--- src/rtl/matrix_scan_ctrl_pkg.sv ---
// Shared types and constants for the 8x8 LED matrix scan sequencer.
package matrix_scan_ctrl_pkg;

  localparam int NUM_COLS = 8;
  localparam int COL_W    = 3;

  typedef enum logic {
    BLANK = 1'b0,
    SHOW  = 1'b1
  } scan_state_e;

  // Never below 1 bit, so a 1-cycle interval still gets a usable counter.
  function automatic int timer_width(input int dwell, input int blank);
    int m;
    m = (dwell > blank) ? dwell : blank;
    return (m > 1) ? $clog2(m) : 1;
  endfunction

endpackage

--- src/rtl/matrix_scan_ctrl_frame_bank_2x64.sv ---
// Double-buffered 8x8 frame store: host writes the back bank, the scanner reads the front.
module frame_bank_2x64
  import matrix_scan_ctrl_pkg::*;
(
  input  logic             clk,
  input  logic             rst_n,
  input  logic             wr_en,
  input  logic [COL_W-1:0] wr_addr,
  input  logic [7:0]       wr_data,
  input  logic             swap,
  input  logic [COL_W-1:0] rd_addr,
  output logic [7:0]       rd_data
);

  logic [7:0] bank0 [NUM_COLS];
  logic [7:0] bank1 [NUM_COLS];
  logic       bank_sel;

  // bank_sel selects the front bank. A write coinciding with a swap lands in
  // the old back bank, which is exactly the bank that becomes the new front.
  always_ff @(posedge clk or negedge rst_n) begin
    if (!rst_n) begin
      for (int i = 0; i < NUM_COLS; i++) begin
        bank0[i] <= '0;
        bank1[i] <= '0;
      end
      bank_sel <= 1'b0;
    end else begin
      if (wr_en) begin
        if (bank_sel) bank0[wr_addr] <= wr_data;
        else          bank1[wr_addr] <= wr_data;
      end
      if (swap) bank_sel <= ~bank_sel;
    end
  end

  assign rd_data = bank_sel ? bank1[rd_addr] : bank0[rd_addr];

endmodule

--- src/rtl/matrix_scan_ctrl.sv ---
// Column scan sequencer for the 8x8 LED matrix with tear-free frame bank swapping.
//   state | meaning
//   BLANK | all columns off, timer counts the blanking interval
//   SHOW  | column col_idx lit with front-bank row data, timer counts the dwell
module matrix_scan_ctrl
  import matrix_scan_ctrl_pkg::*;
#(
  parameter int DWELL_CYCLES = 256,
  parameter int BLANK_CYCLES = 16
) (
  input  logic                clk,
  input  logic                rst_n,
  input  logic                enable,
  input  logic                wr_en,
  input  logic [COL_W-1:0]    wr_addr,
  input  logic [7:0]          wr_data,
  input  logic                swap_req,
  output logic [NUM_COLS-1:0] col_drive,
  output logic [7:0]          row_drive,
  output logic [COL_W-1:0]    col_idx,
  output logic                frame_tick,
  output logic                swap_pending,
  output logic                swap_done
);

  localparam int               TW         = timer_width(DWELL_CYCLES, BLANK_CYCLES);
  localparam logic [TW-1:0]    DWELL_LAST = TW'(DWELL_CYCLES - 1);
  localparam logic [TW-1:0]    BLANK_LAST = TW'(BLANK_CYCLES - 1);
  localparam logic [COL_W-1:0] LAST_COL   = COL_W'(NUM_COLS - 1);

  scan_state_e         state;
  logic [TW-1:0]       timer;
  logic [7:0]          front_row;
  logic [NUM_COLS-1:0] col_dec;
  logic                dwell_done;
  logic                frame_end;
  logic                do_swap;

  assign dwell_done = enable && (state == SHOW) && (timer == DWELL_LAST);
  assign frame_end  = dwell_done && (col_idx == LAST_COL);
  assign do_swap    = frame_end && (swap_pending || swap_req);

  always_comb begin
    col_dec          = '0;
    col_dec[col_idx] = 1'b1;
  end

  frame_bank_2x64 u_bank (
    .clk     (clk),
    .rst_n   (rst_n),
    .wr_en   (wr_en),
    .wr_addr (wr_addr),
    .wr_data (wr_data),
    .swap    (do_swap),
    .rd_addr (col_idx),
    .rd_data (front_row)
  );

  always_ff @(posedge clk or negedge rst_n) begin
    if (!rst_n) begin
      state        <= BLANK;
      timer        <= '0;
      col_idx      <= '0;
      col_drive    <= '0;
      row_drive    <= '0;
      frame_tick   <= 1'b0;
      swap_pending <= 1'b0;
      swap_done    <= 1'b0;
    end else begin
      frame_tick <= 1'b0;
      swap_done  <= 1'b0;
      if (swap_req) swap_pending <= 1'b1;

      if (!enable) begin
        state     <= BLANK;
        timer     <= '0;
        col_idx   <= '0;
        col_drive <= '0;
        row_drive <= '0;
      end else begin
        case (state)
          BLANK: begin
            if (timer == BLANK_LAST) begin
              state     <= SHOW;
              timer     <= '0;
              col_drive <= col_dec;
              row_drive <= front_row;
            end else begin
              timer <= timer + 1'b1;
            end
          end
          SHOW: begin
            if (timer == DWELL_LAST) begin
              state     <= BLANK;
              timer     <= '0;
              col_idx   <= col_idx + 1'b1;
              col_drive <= '0;
              row_drive <= '0;
              if (frame_end) frame_tick <= 1'b1;
              if (do_swap) begin
                swap_done    <= 1'b1;
                swap_pending <= 1'b0;
              end
            end else begin
              timer <= timer + 1'b1;
            end
          end
          default: begin
            state <= BLANK;
            timer <= '0;
          end
        endcase
      end
    end
  end

endmodule

--- config.mk ---
export PLATFORM = sky130hd
export DESIGN_NAME = matrix_scan_ctrl
export DESIGN_NICKNAME = d
export VERILOG_FILES = /design/src/rtl/matrix_scan_ctrl_pkg.sv /design/src/rtl/matrix_scan_ctrl_frame_bank_2x64.sv /design/src/rtl/matrix_scan_ctrl.sv
export SDC_FILE = /design/constraint.sdc
export NUM_CORES = 1
export LEC_CHECK = 0
export BUFFER_PORTS_ARGS = -buffer_cell sky130_fd_sc_hd__buf_2
export CAP_MARGIN = 20
export CORE_MARGIN = 8
export CORE_UTILIZATION = 45
export DETAILED_ROUTE_END_ITERATION = 10
export GPL_TIMING_DRIVEN = 1
export PLACE_DENSITY = 0.61
export SLEW_MARGIN = 30
export SYNTH_ARGS = -nofsm -noshare
export SYNTH_HDL_FRONTEND = slang
export SYNTH_SLANG_ARGS = --single-unit
--- constraint.sdc ---
create_clock -name clk -period 2.2 [get_ports clk]
set_input_delay 0 -clock clk [delete_from_list [all_inputs] [get_ports clk]]
set_output_delay 0 -clock clk [all_outputs]
set_load 0.01 [all_outputs]
==> Yosys cells after proc, flatten, opt, wreduce, memory -nomap -nowiden <==
Index checks and enable logic that the tools add are counted.
W data, S select, Z words.
{ "op_classes": {"add_sub_neg": 2, "magnitude_cmp": 5, "eq_ne": 7, "muxes": 44, "bitwise_logic": 4, "n_reduce_logical": 11} }
{ "ops": {"columns": ["cell", "count"], "rows": [
  ["$bwmux W64", 2],
  ["$mux W8", 14],
  ["$bmux W8 S3", 2],
  ["$pmux W8 S2", 3],
  ["$demux W8 S3", 1],
  ["$mux W1", 17],
  ["$mux W3", 3],
  ["$add A8 B1 Y8 const B", 1],
  ["$eq A8 B4 Y1 const B", 1],
  ["$eq A8 B8 Y1 const B", 1],
  ["$ge A4 B4 Y1 const B", 2],
  ["$not A3 Y4", 2],
  ["$reduce_and A2 Y1", 4],
  ["$logic_and A1 B1 Y1", 6],
  ["$lt A3 B4 Y1 const B", 1],
  ["$lt A4 B1 Y1 const B", 1],
  ["$ne A2 B1 Y1 const B", 2],
  ["$add A3 B1 Y3 const B", 1],
  ["$demux W1 S3", 1],
  ["$eq A3 B3 Y1 const B", 1],
  ["$ge A3 B1 Y1 const B", 1],
  ["$ne A3 B2 Y1 const B", 1],
  ["$ne A3 B3 Y1 const B", 1],
  ["$not A1 Y1", 2],
  ["2 further kinds", 2]
]} }
{ "word_totals": {"reg_bits": 160, "in_bits": 16, "out_inout_bits": 22, "wordCells": 98} }

==> Depth between registers and ports, before layout <==
Gate-level depths: netlist of run 1.
{ "logic_depth": {"word_depth": 8, "ltp_mapped": 7, "ltp_nobuf": 5} }

==> Hierarchy <==
Synthesis of run 1 repeated with hierarchy kept, for this count alone.
{ "unflattened": {"hier_cells": 537, "hier_area_um2": 7473.4} }
{ "by_module_without_submodules": {"columns": ["mod", "instances", "cells_each", "area_each_um2", "seq_area_each_um2"], "rows": [
  ["frame_bank_2x64", 1, 393, 5943.2, 3228.1],
  ["matrix_scan_ctrl", 1, 144, 1530.2, 775.7]
]} }

==> Worst setup path after synthesis of run 1 <==
No wires, ideal clock.
{ "synth_timing": {"kind": "reg2reg", "startpoint": "reg timer[0]", "endpoint": "reg col_drive[0]", "setup_ns": 0.125, "arrival_time_ns": 1.766, "required_time_ns": 2.075, "path_slack_ns": 0.309, "stages_incl_launch_ff": 8, "n_path_buf": 2, "period_less_slack_ns": 1.891, "cell_sequence": "dfrtp_1 ha_1 nand3_1 or3_1 buf_6 o311ai_4 buf_12 mux2_4"} }
{ "synth_between": {"elab_chain_len": 3, "elab_cells_between_ends": 5, "cone_classes": "eq/ne: 4; reduce/logical: 1"} }
{ "synth_rtl": {"columns": ["item", "line", "rtl"], "rows": [
  ["from (decl)", "matrix_scan_ctrl.sv:32", "logic [TW-1:0] timer;"],
  ["from (signal assigned)", "matrix_scan_ctrl.sv:89", "timer <= timer + 1'b1;"],
  ["from (signal assigned)", "matrix_scan_ctrl.sv:105", "timer <= timer + 1'b1;"],
  ["$eq A8 B4 Y1 / $eq A8 B8 Y1 (equally long branches)", "matrix_scan_ctrl.sv:83, matrix_scan_ctrl.sv:93", null],
  ["$ne A3 B3 Y1 (no source line) / $ne A3 B2 Y1 (equally long branches)", null, null],
  ["$reduce_and A2 Y1 (no source line) *", null, null],
  ["to (signal assigned)", "matrix_scan_ctrl.sv:86", "col_drive <= col_dec;"],
  ["to (decl)", "matrix_scan_ctrl.sv:18", "output logic [NUM_COLS-1:0] col_drive,"]
]} }
Mark *: on every way between the ends. The rest lies on a longest branch, timed or not.
A chain may end at the register's enable or synchronous reset.

==> Worst setup path after layout of run 1 <==
{ "layout_timing": {"startpoint": "reg timer[0]", "endpoint": "reg col_drive[7]"} }
Same word-level chain as after synthesis.

==> results of run 1 <==
[critical path: cells and delay by family, from the launching register on]
kind	cells	cell delay, ns
compound gates	1	0.10
fa+ha+maj	1	0.21
buf+inv	1	0.26
flops	1	0.38
mux	1	0.35
simple gates	2	0.59
[area by class of cell]
cell class              count  share of cell area [%]
multi-input cells         289                    37.5
well taps                 220                    3.24
inverters                   1                  0.0442
repair buffers             58                    4.94
clock buffers              21                    5.31
clock inverters            11                    1.80
flip-flops and latches    160                    47.2
[layout by cell type, fill, tap and decap left out, types with 4 or more instances in the layout]
cell and n:
mux2i_1 18, nor3_2 5, mux2_2 112, clkbuf_16 17
o22ai_1 8, nand2b_1 4, a21o_1 8, buf_2 36
or3_1 5, buf_4 13, xor2_1 5, and2_1 5
mux4_2 32, nor2_1 15, mux2_1 18, mux2_4 6
nand2_1 6, nand3_1 6, buf_12 5, dfrtp_1 159
[synth_stat cells (2+ instances only)]
cell	instances	area share, %
nand2_1	6	0.31
mux2_2	112	17
nor2b_1	3	0.25
nand3_1	6	0.41
ha_1	3	0.51
mux2_1	18	2.7
dfrtp_1	160	54
nor2_1	15	0.76
o22ai_1	8	0.68
nor3_4	3	0.66
mux4_2	32	9.8
buf_2	16	1.1
mux2i_1	18	2.4
nor3_1	3	0.20
buf_6	3	0.46
xor2_1	5	0.59
clkbuf_1	13	0.66
a21oi_1	2	0.14
o21ai_0	2	0.14
nor3_2	5	0.68
nand2b_1	4	0.34
xnor2_1	2	0.24
and2_1	5	0.42
nand4_1	2	0.17
mux2_4	6	1.2
a21o_1	8	0.81
or3_1	5	0.42
nand3b_1	2	0.20
nor2_2	2	0.17
[cells by family (layout without fill, tap and decap cells)]
logic type	Yosys count	after routing
AOI/OAI and AO/OA	22	22
xor gates and xnor gates	7	7
adders and majority gates	3	3
buffers and inverters	35	91
DFF	160	160
muxes	186	186
and+or+nand+nor	71	71
[state kept, by name (all words and copies together) (netlist names), 3 cells and up]
register	cells
row_drive	8
u_bank.bank0	64
col_idx	3
col_drive	8
u_bank.bank1	64
timer	8
[metal layers]
metal | share of wire (%) | GRT usage, % | vias up
met2 | 52 | 28.0 | 64
met3 | 4.4 | 4.52 | 9
li1 | - | - | 1879
met5 | 0.084 | 0 | -
met4 | 0.73 | 4.54 | 2
met1 | 43 | 19.9 | 2192
[where the power goes]
group | total (mW) | internal, mW | leakage (nW) | switching (mW)
clock network | 3.01 | 1.83 | 0.285 | 1.18
registers | 3.34 | 3.21 | 2.10 | 0.131
logic | 0.567 | 0.323 | 1.48 | 0.244
total | 6.92 | 5.36 | 3.86 | 1.56
[path summary, 6_finish.rpt]
path | startpoint | to | slack (ns)
worst min-delay path | wr_data[2] | u_bank.bank0[34] | 0.03
worst max-delay path | timer[0] | col_drive[7] | 0.19
worst max register to register | timer[0] | col_drive[7] | 0.19
worst min register to register | col_drive[2] | col_drive[2] | 0.48
min in group asynchronous | rst_n | col_drive[5] | 0.19
max in group asynchronous | rst_n | u_bank.bank0[27] | 1.30
[per-stage QoR]
| stage | cells | power [mW] |
|---|---|---|
| final | 760 | 6.92 |
| after global routing | 760 | 7.22 |
| after CTS | 760 | 7.00 |
| after detailed placement | 725 | 3.97 |
| after global placement | 725 | 3.92 |
| after floorplan | 484 | 3.75 |
==> flow_metrics.py, run 1 <==
metrics = {
    "synthesis": {
        "syn_area_per_cell_um2": 15.3,
        "ys_seq_area_share_pct": 54.2,
        "yosys.area_share.simple_pct": 6.29,
        "synth_compound_area_share_pct": 2.25,
        "synth_xor_area_share_pct": 0.831,
        "syn-num-nets": 503,
        "syn-cell-area_um2": 7380,
        "synth_edf_count": 0,
        "synth.distinct_cells": 44,
        "ys.flop_type": "dfrtp_1",
        "yosys-mux-area-fraction_pct": 33.3,
        "ys_async_sr_fraction_pct": 100,
        "ys_warn_count": 0,
        "ys_seq_elements": 160,
        "synth_top_family_by_area": "multiplexers",
        "syn_inst": 484,
        "synth_fa_ha_area_share_pct": 0.508,
    },
    "finish": {
        "regArea_um2": 4010,
        "n_antenna_cell": 0,
        "drive_gt1_share_pct": 46.5,
        "area_growth_pct": 15.0,
        "multi_input_area_um2": 3180,
        "finalInstanceArea_um2": 8490,
        "final_core_util_pct": 52.1,
        "nets": 546,
        "fillers": 1392,
    },
    "drt": {
        "drt-total-wl_um": 15500,
        "drcViolationCount": 0,
        "detail_route.first_pass.iterations": 4,
        "via_per_inst": 5.46,
        "ant_nets": 0,
        "first_iter_violations": 169,
        "wire_per_inst_um": 20.4,
        "vias": 4146,
    },
    "sta": {
        "fin_crit_sh_pct": 91.4,
        "tightest_slew_ns": 0.674,
        "max_clock_freq_mhz": 497,
        "fin_setup_tns_ns": 0,
        "drv_slew": 0,
        "rsz0062_at_grt": "false",
        "clock_skew_ns": 0.00826,
        "period_needed_ns": 2.01,
        "worst_slack_ns": 0.190,
        "setup_viol": 0,
        "slew_headroom_pct": 55.1,
        "fin_hold_ws_ns": 0.0310,
        "hold_viol": 0,
    },
    "floorplan": {
        "die_width_um": 144,
        "initial_core_util_pct": 45.3,
        "dieArea_um2": 20800,
        "coreArea_um2": 16300,
        "dieHeight_um": 144,
        "pin_count": 38,
        "rows": 47,
    },
    "global_route": {
        "grt_pass1_wl_um": 25300,
        "grt_max_degree": 73,
        "antenna_found_initial": 1,
        "grt_pass1_vias": 4648,
        "grt_use_total_pct": 16.4,
        "grt_overflow": 0,
    },
    "setup_path": {
        "ff2ff_path_depth": 6,
        "critPathMaxFanout": 12,
        "worst_path_max_delay_cell": "or3_1",
        "required_ns": 2.49,
        "critPathCaptureType": "register",
        "cp-start-kind": "register",
        "slowest_delay_ns": 0.45,
        "cp.arrival_ns": 2.31,
        "path_cells": "ha_1 -> nand3_1 -> or3_1 -> o311ai_4 -> buf_4 -> mux2_1",
        "crit_type": "reg -> reg",
    },
    "clock_network": {
        "tritoncts": "built",
        "cts.sinks": 160,
        "cts_buffers": 17,
        "post-cts-setup-buffers": 0,
        "htree_num_levels": 4,
        "clock_path_buffers": 2,
        "cts_resized": 0,
        "clkTransAtPathRegs_ns": 0.06,
        "insertion_delay_ns": 0.41,
        "cts-root-buf": "clkbuf_16",
        "cts_hold_buffers": 3,
    },
    "worst_hold_path": {
        "min_path_type": "in -> reg",
        "hold_depth": 2,
    },
    "status": {
        "status": "finished clean",
    },
    "placement": {
        "dp_hpwl_um": 10400,
        "dpl_worst_slack_ns": 0.205,
        "port_buffers": 37,
        "place_congestion": 0.762,
        "dpl_cell_area_um2": 7860,
    },
    "job": {
        "drv_cap": 0,
    },
    "power_and_ir_drop": {
        "power.density_nw_per_um2": 815,
        "leakage_nw": 3.86,
        "peakVddDrop_mv": 0.614,
    },
}
Power figures use the tool's default switching activity.
==> inputs of run 2 (changes only) <==
--- a/config.mk
+++ b/config.mk
@@ -11,6 +11,7 @@
 export CORE_UTILIZATION = 45
 export DETAILED_ROUTE_END_ITERATION = 10
 export GPL_TIMING_DRIVEN = 1
+export HOLD_SLACK_MARGIN = 0.12
 export PLACE_DENSITY = 0.61
 export SLEW_MARGIN = 30
 export SYNTH_ARGS = -nofsm -noshare
==> flow_metrics.py, run 2 (synthesis gave the netlist of run 1 again) <==
metrics = {
    "sta": {
        "setup_viol": 0,
        "clock_skew_ns": 0.00877,
        "fin_crit_sh_pct": 91.3,
        "rsz0062_at_grt": "false",
        "slew_headroom_pct": 55.2,
        "tightest_slew_ns": 0.673,
        "hold_viol": 0,
        "fin_setup_tns_ns": 0,
        "max_clock_freq_mhz": 498,
        "drv_slew": 0,
        "period_needed_ns": 2.01,
    },
    "drt": {
        "vias": 4176,
        "ant_nets": 0,
        "drt-total-wl_um": 15500,
        "wire_per_inst_um": 20.2,
        "via_per_inst": 5.44,
        "drcViolationCount": 0,
        "detail_route.first_pass.iterations": 4,
        "first_iter_violations": 184,
    },
    "finish": {
        "final_common_cell": "dfrtp_1",
        "area_growth_pct": 16.1,
        "fillers": 1380,
        "top_regs": "u_bank.bank0: 64 flops, u_bank.bank1: 64 flops",
        "n_antenna_cell": 0,
        "multi_input_area_um2": 3180,
        "regArea_um2": 4010,
        "drive_gt1_share_pct": 45.8,
        "layout_common_cells": "dfrtp_1, mux2_2, buf_2, mux4_2",
        "nets": 554,
    },
    "clock_network": {
        "insertion_delay_ns": 0.41,
        "htree_num_levels": 4,
        "cts-root-buf": "clkbuf_16",
        "clkTransAtPathRegs_ns": 0.06,
        "tritoncts": "built",
        "cts_resized": 0,
        "cts.sinks": 160,
        "cts_buffers": 17,
        "clock_path_buffers": 2,
    },
    "floorplan": {
        "dieArea_um2": 20800,
        "rows": 47,
        "dieHeight_um": 144,
        "pin_count": 38,
        "die_width_um": 144,
        "initial_core_util_pct": 45.3,
        "coreArea_um2": 16300,
    },
    "power_and_ir_drop": {
        "power_frac_comb_pct": 8.3,
        "leakage_nw": 3.90,
        "power.density_nw_per_um2": 808,
        "clkPwrFrac_pct": 43.4,
        "p_sw_mw": 1.56,
        "switching_share_pct": 22.5,
        "seqPwrFrac_pct": 48.2,
        "peakVddDrop_mv": 0.619,
        "total_power_mw": 6.93,
        "intPower_mw": 5.37,
    },
    "setup_path": {
        "slowest_delay_ns": 0.45,
        "ff2ff_path_depth": 6,
        "worst_path_max_delay_cell": "or3_1",
        "critPathCaptureType": "register",
        "required_ns": 2.49,
        "cp-start-kind": "register",
        "critPathMaxFanout": 12,
        "path_cells": "ha_1 -> nand3_1 -> or3_1 -> o311ai_4 -> buf_4 -> mux2_1",
        "cp.arrival_ns": 2.30,
        "crit_type": "reg -> reg",
    },
    "global_route": {
        "antenna_found_initial": 1,
        "grt_pass1_vias": 4665,
        "grt_pass1_wl_um": 25400,
        "grt_max_degree": 73,
        "grt_use_total_pct": 16.4,
        "grt_overflow": 0,
    },
    "placement": {
        "dp_hpwl_um": 10400,
        "place_congestion": 0.762,
        "port_buffers": 37,
    },
    "job": {
        "drv_cap": 0,
    },
    "status": {
        "status": "finished clean",
    },
    "worst_hold_path": {
        "min_path_type": "in -> async",
    },
}
run 2: changes by cell type in the layout (fill, tap and decap cells not counted), sizes merged:
cell	delta
dlygate4sd3	+8
run 2: final cells by class:
type,count,share of cell area [%]
flip-flops and latches,160,46.7
multi-input cells,289,37.2
repair buffers,66,5.82
clock buffers,21,5.26
well taps,220,3.21
clock inverters,11,1.78
inverters,1,0.0438
run 2: path summary, 6_finish.rpt:
| path | from | to | slack [ns] |
|---|---|---|---|
| worst max-delay path | timer[0] | col_drive[7] | 0.19 |
| worst min-delay path | rst_n | col_drive[5] | 0.18 |
| worst max register to register | timer[0] | col_drive[7] | 0.19 |
| worst min register to register | col_drive[2] | col_drive[2] | 0.48 |
| max in group asynchronous | rst_n | u_bank.bank0[27] | 1.31 |
| min in group clk | wr_addr[2] | u_bank.bank0[46] | 0.19 |
run 2: routing by layer:
layer  share of wire (%)  global-route usage (%)
met1                  43                    20.0
met2                  52                    28.0
met3                 4.7                    4.52
met4                0.73                    4.54
met5               0.084                       0
run 2: critical path, delay by kind of cell, from the launching register on:
| family | cells | cell delay, ns |
|---|---|---|
| DFF | 1 | 0.38 |
| muxes | 1 | 0.35 |
| buffers and inverters | 1 | 0.26 |
| AOI/OAI and AO/OA | 1 | 0.10 |
| adders and majority gates | 1 | 0.21 |
| and+or+nand+nor | 2 | 0.59 |
run 2: timing repair:
item	CTS	global route
hold buffers	11	0
endpoints found under the hold margin	254	0
setup buffers	0	0
run 2: power by group through the flow:
stage	Sequential (mW)	Combinational, mW	Clock (mW)
final	3.34	0.578	3.01
after global routing	3.37	0.642	3.22
after CTS	3.34	0.593	3.08
after detailed placement	3.39	0.575	0
after global placement	3.37	0.548	0
after floorplan	3.34	0.408	0
run 2: through the flow:
step	setup WS, ns	util, %	hold slack (ns)	cells	cell area, um2
after floorplan	0.309	-	-0.296	484	7380
after global placement	0.252	48.2	0.0598	725	7860
after detailed placement	0.205	48.2	0.0706	725	7860
after CTS	0.189	52.6	0.175	768	8570
after global routing	0.0911	52.6	0.207	768	8570
final	0.191	52.6	0.184	768	8570
